### src/rtl/aes_dec_req_scheduler.sv
// Round-robin scheduler sharing one AES decryption core between two requesters.
// Operands are held stable while the core evaluates; results leave via valid/ready.
module aes_dec_req_scheduler #(
  parameter int CORE_LAT = 2,
  parameter int W        = 128
) (
  input  logic         Clk,
  input  logic         Rst,
  input  logic         req0_valid,
  output logic         req0_ready,
  input  logic [W-1:0] req0_cipher,
  input  logic [W-1:0] req0_key,
  input  logic         req1_valid,
  output logic         req1_ready,
  input  logic [W-1:0] req1_cipher,
  input  logic [W-1:0] req1_key,
  output logic [W-1:0] core_cipher,
  output logic [W-1:0] core_key,
  input  logic [W-1:0] core_plain,
  output logic         resp_valid,
  input  logic         resp_ready,
  output logic [W-1:0] resp_plain,
  output logic         resp_id,
  output logic         busy
);

  localparam int CW = $clog2(CORE_LAT + 1);

  typedef enum logic [1:0] {
    IDLE,
    RUN,
    HOLD
  } state_e;

  state_e         state_q, state_d;
  logic [CW-1:0]  cnt_q, cnt_d;
  logic           last_q, last_d;
  logic [W-1:0]   cc_q, cc_d;
  logic [W-1:0]   ck_q, ck_d;
  logic [W-1:0]   pl_q, pl_d;
  logic           rv_q, rv_d;
  logic           id_q, id_d;
  logic           g0, g1;

  // Contention goes to whichever requester was not served last.
  assign g0 = req0_valid & (~req1_valid | last_q);
  assign g1 = req1_valid & (~req0_valid | ~last_q);

  always_ff @(posedge Clk) begin
    if (!Rst) begin
      state_q <= IDLE;
      cnt_q   <= '0;
      last_q  <= 1'b1;
      cc_q    <= '0;
      ck_q    <= '0;
      pl_q    <= '0;
      rv_q    <= 1'b0;
      id_q    <= 1'b0;
    end else begin
      state_q <= state_d;
      cnt_q   <= cnt_d;
      last_q  <= last_d;
      cc_q    <= cc_d;
      ck_q    <= ck_d;
      pl_q    <= pl_d;
      rv_q    <= rv_d;
      id_q    <= id_d;
    end
  end

  always_comb begin
    state_d = state_q;
    cnt_d   = cnt_q;
    last_d  = last_q;
    cc_d    = cc_q;
    ck_d    = ck_q;
    pl_d    = pl_q;
    rv_d    = rv_q;
    id_d    = id_q;
    unique case (state_q)
      IDLE: begin
        if (g0 | g1) begin
          cc_d    = g0 ? req0_cipher : req1_cipher;
          ck_d    = g0 ? req0_key : req1_key;
          id_d    = g1;
          last_d  = g1;
          cnt_d   = CW'(CORE_LAT - 1);
          state_d = RUN;
        end
      end
      RUN: begin
        if (cnt_q != '0) begin
          cnt_d = cnt_q - CW'(1);
        end else begin
          pl_d    = core_plain;
          rv_d    = 1'b1;
          state_d = HOLD;
        end
      end
      HOLD: begin
        if (resp_ready) begin
          rv_d    = 1'b0;
          state_d = IDLE;
        end
      end
      default: state_d = IDLE;
    endcase
  end

  always_comb begin
    req0_ready = (state_q == IDLE) & g0 & Rst;
    req1_ready = (state_q == IDLE) & g1 & Rst;
    busy       = (state_q != IDLE);
  end

  assign core_cipher = cc_q;
  assign core_key    = ck_q;
  assign resp_plain  = pl_q;
  assign resp_valid  = rv_q;
  assign resp_id     = id_q;

endmodule

### config.mk
export PLATFORM = sky130hd
export DESIGN_NAME = aes_dec_req_scheduler
export DESIGN_NICKNAME = d
export VERILOG_FILES = /design/src/rtl/aes_dec_req_scheduler.sv
export SDC_FILE = /design/constraint.sdc
export NUM_CORES = 1
export LEC_CHECK = 0
export BUFFER_PORTS_ARGS = -buffer_cell sky130_fd_sc_hd__buf_2
export CORE_AREA = 2 2 400 402
export DETAILED_ROUTE_END_ITERATION = 6
export DIE_AREA = 0 0 402 404
export SLEW_MARGIN = 20
export SYNTH_ARGS = -nofsm -noshare
export SYNTH_HDL_FRONTEND = slang
export SYNTH_SLANG_ARGS = --single-unit
### constraint.sdc
create_clock -name Clk -period 3.1 [get_ports Clk]
set_input_delay 0.31 -clock Clk [delete_from_list [all_inputs] [get_ports Clk]]
set_output_delay 0.31 -clock Clk [all_outputs]
set_load 0.02 [all_outputs]
==> flow_results.org, run 1 <==
** Hold path
- The tightest min-delay check is of the primary input to flop type.
- The worst hold path was traced through 3 stages.

** Logic synthesis
- The cell area that synthesis handed to floorplanning was approximately 18,000 µm².
- After synthesis, the share of flip-flops with an asynchronous set or reset is 0%.
- Yosys mapped a number of flops with a built-in enable equal to 0.
- Dividing the synthesized area by the synthesized cell count gives between 9 and 10 µm².
- Summed over all instances, the cell type with the most area after synthesis is sky130_fd_sc_hd__dfxtp_1.
- Synth Instances :: approximately 1,900
- For this run, the leading register cell type out of synthesis is sky130_fd_sc_hd__dfxtp_1.
- Share of the synthesized area in the top cell type :: between 40% and 50%
- Count of unique library cells instantiated by Yosys :: 32
- Number of warnings reported in the yosys synthesis log :: 0
- Post-synth net total :: between 2,000 and 2,500
- By area the synthesized netlist is led by sky130_fd_sc_hd__dfxtp_1, sky130_fd_sc_hd__a311o_1, sky130_fd_sc_hd__o221a_2.
- In this run, synthesis produced a sequential element count of a little under 400.
- Sequential cells were found to cover roughly 43% of the synthesized design area.

** Clocking
- Number of buffers inserted to repair setup after CTS :: 0
- CTS saw between 300 and 400 sinks.
- Insertion delay to the later sink of the worst-skew pair :: around 0.66 ns
- TritonCTS clock tree :: built
- Total CTS buffers :: a little over 50
- Clk pin slew, worst setup/hold paths :: approximately 0.070 ns
- The H-tree generated during clock tree synthesis spans 2 levels.
- The tree is rooted in a sky130_fd_sc_hd__clkbuf_16.
- Hold repair after CTS inserted ~120 buffers.
- Counting along the longest clock path gives a buffer depth of 3.
- Post-CTS Resized :: 0

** STA
- Share of the cycle needed by the critical path after routing :: a little under 90%
- Worst slew margin relative to its limit :: ~22%
- For this run, the top clock speed supported by timing is between 0.3 and 0.4 GHz.
- The final number of hold-violating endpoints was 0.
- Setup total negative slack on the finished layout was measured at 0 ns.
- Setup repair after global routing left no endpoint under its margin.
- Number of pins with negative max-slew slack in the final report :: 0
- At the pin with the least slew margin, the transition time is approximately 1.2 ns.
- Final number of setup-violating endpoints :: 0
- The clock period could shrink to approximately 2.7 ns.
- Across the routed clock network, the largest skew measured is between 0.06 and 0.07 ns.

** Floorplanning
- Die H :: about 400 µm
- Count of pins on the block boundary :: about 1,000
- Cell Rows :: 146
- In this run the horizontal extent of the chip is 402 µm.
- The die covers 162,000 µm².
- Effective utilization at floorplan :: 11.6%
- In this run the standard cell core region covers between 150,000 and 200,000 µm².

** Drt
- The first detailed-routing pass took 6 iterations.
- After detailed routing, the number of remaining DRC violations is 0.
- Antenna Nets Post-Route :: 0
- The routed design has 132,000 µm of wire.
- Wire length per cell :: 26.6 µm
- Total number of vias :: between 20,000 and 25,000
- Vias per inst :: 4.30
- After the first detailed-routing iteration, the DRC count stood at about 2,100.

** Critical path
- The kind of cell with the highest combined delay along the critical path is buffers and inverters.
- At the worst endpoint, the required time is around 2.8 ns.
- Ordered cell list for the critical path :: nor2_4 -> inv_8 -> buf_12 -> nor3_1 -> buf_2
- The worst setup path is captured at an output port.
- Worst-path cell with the longest stage delay :: sky130_fd_sc_hd__dfxtp_1
- The number of buffers and inverters on the critical path is 3.
- In this run the worst path has a maximum fanout of 149.
- The number of cells on the worst reg-to-reg path is 6.
- The critical path is of the flop to output port type.
- The worst setup path is launched from a flop.
- On the worst path, the slowest cell contributes a delay of ~0.55 ns.
- For the worst setup path, the data arrival time is ~2.4 ns.
- Number of cells on the critical path :: 5

** GRT
- The via count of the first global-routing pass was roughly 20,000.
- In the global route stage, overall resource usage came out at between 10% and 20%.
- Entering global routing, the biggest net connects 203 pins.
- The initial antenna violation count is approximately 110.
- The first global-routing pass estimated 174,000 µm of wire.
- Global routing finished with a remaining overflow of 0.

** Power and ir drop
- Maximum vdd ir drop :: around 0.42 mV
- The completed layout was analyzed and its total power is between 15 and 20 mW.
- Areal power density over the cells :: 635 nW/µm²
- Summed over all cells, the static leakage comes to ~12 nW.

** Status
- The run finished with clean final reports.

** Place
- The congestion estimate from routability-driven global placement came to about 0.94.
- Number of buffers inserted by port buffering :: 1,033
- Area post-placement :: 25,400 µm²
- Once detailed placement completed, the half-perimeter wirelength came to 105,000 µm.

** Layout
- In the final layout, the share of cells above drive strength 1 is between 40% and 50%.
- The final layout contains between 3,000 and 4,000 nets.
- Final design area excluding fillers :: 28,500 µm²
- Area Overhead vs Synth :: 55.6%

** Run
- Max-cap check violation count :: 0
[registers in the layout, summed over array words and instances (netlist names)]
signal / cells
core_key: 128
resp_valid: 1
last_q: 1
core_cipher: 128
cnt_q: 2
state_q: 2
resp_plain: 128
resp_id: 1
[cells in the mapped netlist (all sizes together) (2+ instances only)]
cell    count
dfxtp     391
buf       103
o21ai       2
a311o     256
a21oi     133
nand2     261
o221a     256
a21boi    256
nor2        6
clkbuf    168
nor3        2
inv         5
[layout make-up]
cell class	instances	area, µm²
flip-flops and latches	391	7830
fillers	17734	129000
well taps	2072	2590
inverters	5	28.8
multi-input cells	1186	9200
repair buffers	1193	6930
diodes	44	110
clock buffers	67	1440
clock inverters	24	345
[through the flow]
| stage | std cells | worst slack, ns | hold WS, ns | util [%] |
|---|---|---|---|---|
| global placement | 4726 | 0.299 | 0.439 | 16.1 |
| finish | 4982 | 0.389 | 0.0309 | 18.0 |
| global route | 4957 | 0.127 | 0.0200 | 18.0 |
| floorplan | 1853 | 1.40 | 0.446 | - |
| detailed placement | 4727 | 0.712 | 0.447 | 16.1 |
| CTS | 4937 | 0.151 | 0.000537 | 18.0 |
[metal layers]
layer | vias to the layer above | GRT usage (%) | wire, µm
li1 | 9339 | - | -
met4 | 28 | 5.07 | 4790
met3 | 258 | 4.20 | 10700
met2 | 1203 | 24.9 | 61700
met1 | 10577 | 19.2 | 54900
met5 | - | 0 | 162
[cells in the final DEF, fill, tap and decap left out, types with 2 or more instances in the layout]
cell type	n
sky130_fd_sc_hd__buf_2	1031
sky130_fd_sc_hd__dfxtp_1	391
sky130_fd_sc_hd__nand2_1	261
sky130_fd_sc_hd__a311o_1	256
sky130_fd_sc_hd__a21boi_0	256
sky130_fd_sc_hd__o221a_2	196
sky130_fd_sc_hd__a21oi_1	133
sky130_fd_sc_hd__dlygate4sd3_1	119
sky130_fd_sc_hd__o221a_1	60
sky130_fd_sc_hd__clkbuf_16	51
sky130_fd_sc_hd__diode_2	44
sky130_fd_sc_hd__buf_4	22
sky130_fd_sc_hd__buf_12	18
sky130_fd_sc_hd__clkbuf_8	10
sky130_fd_sc_hd__clkinv_2	8
sky130_fd_sc_hd__clkbuf_1	6
sky130_fd_sc_hd__bufinv_16	6
sky130_fd_sc_hd__inv_6	4
sky130_fd_sc_hd__nor2_4	3
sky130_fd_sc_hd__nor2_1	3
sky130_fd_sc_hd__inv_1	3
sky130_fd_sc_hd__nor3_1	2
sky130_fd_sc_hd__o21ai_0	2
sky130_fd_sc_hd__clkinvlp_4	2
sky130_fd_sc_hd__buf_8	2
[power by group]
part	switching (mW)	total, mW	internal [mW]
Combinational	3.41	5.48	2.07
Sequential	0.416	6.14	5.72
Clock	2.67	6.45	3.78
Total	6.50	18.1	11.6
[final timing paths]
check	endpoint	start	slack, ns
max	req0_ready	state_q[1]	0.39
min	resp_plain[65]	core_plain[65]	0.03
max reg2reg	core_cipher[44]	state_q[1]	0.48
min reg2reg	resp_plain[74]	resp_plain[74]	0.45
[worst min-delay path, delay by kind of cell]
kind	cells	cell delay [ns]
AND/OR/NAND/NOR	1	0.10
buffers and inverters	1	0.09
AO/OA/AOI/OAI	1	0.07
[kinds of logic after synthesis]
logic type | count (synthesis) | synth area share [%]
DFF | 391 | 42.8
and+or+nand+nor | 279 | 5.98
buffers and inverters | 276 | 7.10
adders and majority gates | 1 | 0.0684
AOI/OAI and AO/OA | 906 | 44.1
No activity file was read; power rests on OpenSTA's default activity.
==> inputs of run 2 (changes only) <==
Settings changed: CORE_AREA 2 2 400 402 to 2 2 404 406, CTS_BUF_LIST set to sky130_fd_sc_hd__clkbuf_8, DIE_AREA 0 0 402 404 to 0 0 406 408.
==> flow_results.org, run 2 (synthesis gave the netlist of run 1 again) <==
** Status
- Outcome :: finished clean

** Hold path
- Worst Hold Class :: primary input to flop

** Drt
- Drt first-iter violations :: 2,098 (+1.4%)
- Vias per inst :: 4.25 (-0.97%)
- The overall routed net length was 145,000 µm (+9.4%).
- Total number of vias :: 23,932 (+12%)
- Post-route DRC :: 0 (unchanged)
- The routed wirelength normalized by instance count came to 25.7 µm (-3.1%).
- The antenna violation net count after detailed routing was 0 (unchanged).
- Count of TritonRoute iterations in the first routing pass :: 7 (+1)

** Clocking
- Insertion delay to the later sink of the worst-skew pair :: 0.75 ns (+0.09 ns)
- The H-tree level count is 3 (+1).
- Root buffer cell :: sky130_fd_sc_hd__clkbuf_8
- Total CTS buffers :: 78 (+53%)
- Max clock buf depth :: 3 (unchanged)
- The clock slew seen by the registers of the worst setup and hold paths was 0.06 ns (about the same).
- TritonCTS sink count :: 391 (unchanged)
- TritonCTS clock tree :: built

** Power and ir drop
- Maximum vdd ir drop :: 0.312 mV (-25%)
- Leakage Power :: 14.4 nW (+20%)
- The power after layout was 18.4 mW (+1.9%).
- The areal power density over the cells is 553 nW/µm² (-13%).

** Critical path
- Biggest cell delay along the critical path :: 0.57 ns (+0.02 ns)
- Kind of end point of the critical path :: flop
- Crit start category :: flop
- The endpoint arrival time on the critical path was 3.48 ns (+1.08 ns).
- CP max FO :: 157 (+5.4%)
- The required time of the critical path was 3.69 ns (+0.90 ns).
- Among all stages on the critical path, the largest delay is contributed by sky130_fd_sc_hd__dlygate4sd3_1.
- Ordered cell list for the critical path :: nor2_4 -> inv_8 -> buf_12 -> a311o_1 -> o221a_2 -> dlygate4sd3_1
- Critical path class :: flop to flop

** STA
- The measured slew at the worst slew-check pin is 1.19 ns (+0.0161 ns).
- Number of hold violations in the final report :: 0 (unchanged)
- The count of pins over their slew limit was 0 (unchanged).
- Share of the cycle needed by the critical path after routing :: 93.2% (+5.7 points)
- Peak Freq :: 0.346 GHz (-6.1%)
- The final-layout setup total negative slack came to 0 ns (unchanged).
- The normalized max-slew margin came to 20.5% (-1.1 points).
- The count of final setup violators is 0 (unchanged).
- The setup skew after layout is 0.0495 ns (-0.0183 ns).
- The post-layout minimum cycle time came to 2.89 ns (+0.177 ns).
- Unrepaired setup endpoints after global routing :: no

** Layout
- The total number of nets in the final design was 3,994 (+15%).
- Leading cell type in the layout, fill and taps excluded :: sky130_fd_sc_hd__buf_2
- The library cells used most frequently in the layout, excluding fill and tap cells, are sky130_fd_sc_hd__buf_2, sky130_fd_sc_hd__dlygate4sd3_1, sky130_fd_sc_hd__dfxtp_1.
- From synthesis to final layout, the design area changed by 81.9%.
- Fraction of final layout cells with drive strength greater than 1 :: 41.2% (-6.4 points)

** Run
- The max-capacitance violation count came to 0 (unchanged).

** Floorplanning
- Die Width :: 406 µm (+1.0%)
- The full die area is 166,000 µm² (+2.0%).
- The height of the die came to 408 µm (+0.99%).
- Core area :: 162,000 µm² (+2.4%)
- Count of pins on the block boundary :: 1,034 (unchanged)
- The site row count came to 148 (+1.4%).
- The initial standard-cell utilization of the core came to 11.3% (-0.27 points).

** GRT
- GRT Overall Usage :: 16.5% (+1.3 points)
- The maximum number of pins on one net before global-route repair is 165 (-19%).
- The first-pass GRT wire length came to 192,000 µm (+11%).
- The leftover overflow at the end of global routing is 0 (unchanged).
- The via count of the first global-routing pass came to 23,327 (+17%).
- Number of antenna violations at the first check in global routing :: 97 (-13%)

** Place
- The weighted congestion reported at the end of routability-driven placement was 0.968 (+3.3%).
- Hpwl dp :: 111,000 µm (+5.7%)
- The count of port buffers added during placement is 1,033 (unchanged).
## run 2: changes by cell type in the layout (fill, tap and decap cells not counted), sizes merged
cell / delta
inv: +19
buf: +6
bufinv: -4
dlygate4sd3: +487
clkinv: +3
clkbuf: +29
## run 2: layout make-up
class / instances / area, µm²
Inverter: 5 / 28.8
Fill cell: 17888 / 128000
Clock buffer: 96 / 1320
Timing Repair Buffer: 1686 / 11800
Multi-Input combinational cell: 1186 / 9200
Clock inverter: 42 / 283
Sequential cell: 391 / 7830
Antenna cell: 44 / 110
Tap cell: 2175 / 2720
## run 2: final timing paths
path	start	cells after the start	to	slack (ns)
worst max-delay path	state_q[1]	6	core_cipher[23]	0.21
worst min-delay path	req1_key[33]	3	core_key[33]	0.10
worst max register to register	state_q[1]	6	core_cipher[23]	0.21
worst min register to register	resp_plain[56]	2	resp_plain[56]	0.45
## run 2: routing by layer
metal	GRT usage [%]	share of wire [%]	vias to the layer above
li1	-	-	10362
met1	20.1	40	11904
met2	26.2	46	1330
met3	4.84	8.8	318
met4	8.64	4.9	18
met5	0	0.086	-
## run 2: power breakdown
| part | switching (mW) | leakage, nW | internal, mW |
|---|---|---|---|
| clock network | 2.74 | 0.910 | 2.99 |
| logic | 3.71 | 10.3 | 2.81 |
| registers | 0.445 | 3.23 | 5.72 |
| total | 6.89 | 14.4 | 11.5 |
## run 2: stage by stage
step	util [%]	cells	setup slack, ns	hold slack [ns]	area, µm²
2_1_floorplan	-	1853	1.40	0.446	18300
3_3_place_gp	15.8	4837	0.643	0.441	25500
3_5_place_dp	15.8	4837	0.591	0.446	25500
4_1_cts	20.5	5581	0.0528	0.0000134	33200
5_1_grt	20.6	5611	0.102	0.0377	33200
6_report	20.6	5625	0.212	0.101	33300
## run 2: what timing repair did
item / CTS / global route
buffers inserted: 0 / 0
hold endpoints to repair: 388 / 0
setup endpoints to repair: 0 / 48
gates resized for setup: 0 / 2
hold buffers: 606 / 0
## run 2: critical path: cells and delay by family (launching register included)
| family | cells | cell delay [ns] |
|---|---|---|
| AND/OR/NAND/NOR | 1 | 0.24 |
| flip-flops | 1 | 0.42 |
| buffers and inverters | 3 | 0.85 |
| AO/OA/AOI/OAI | 2 | 0.78 |
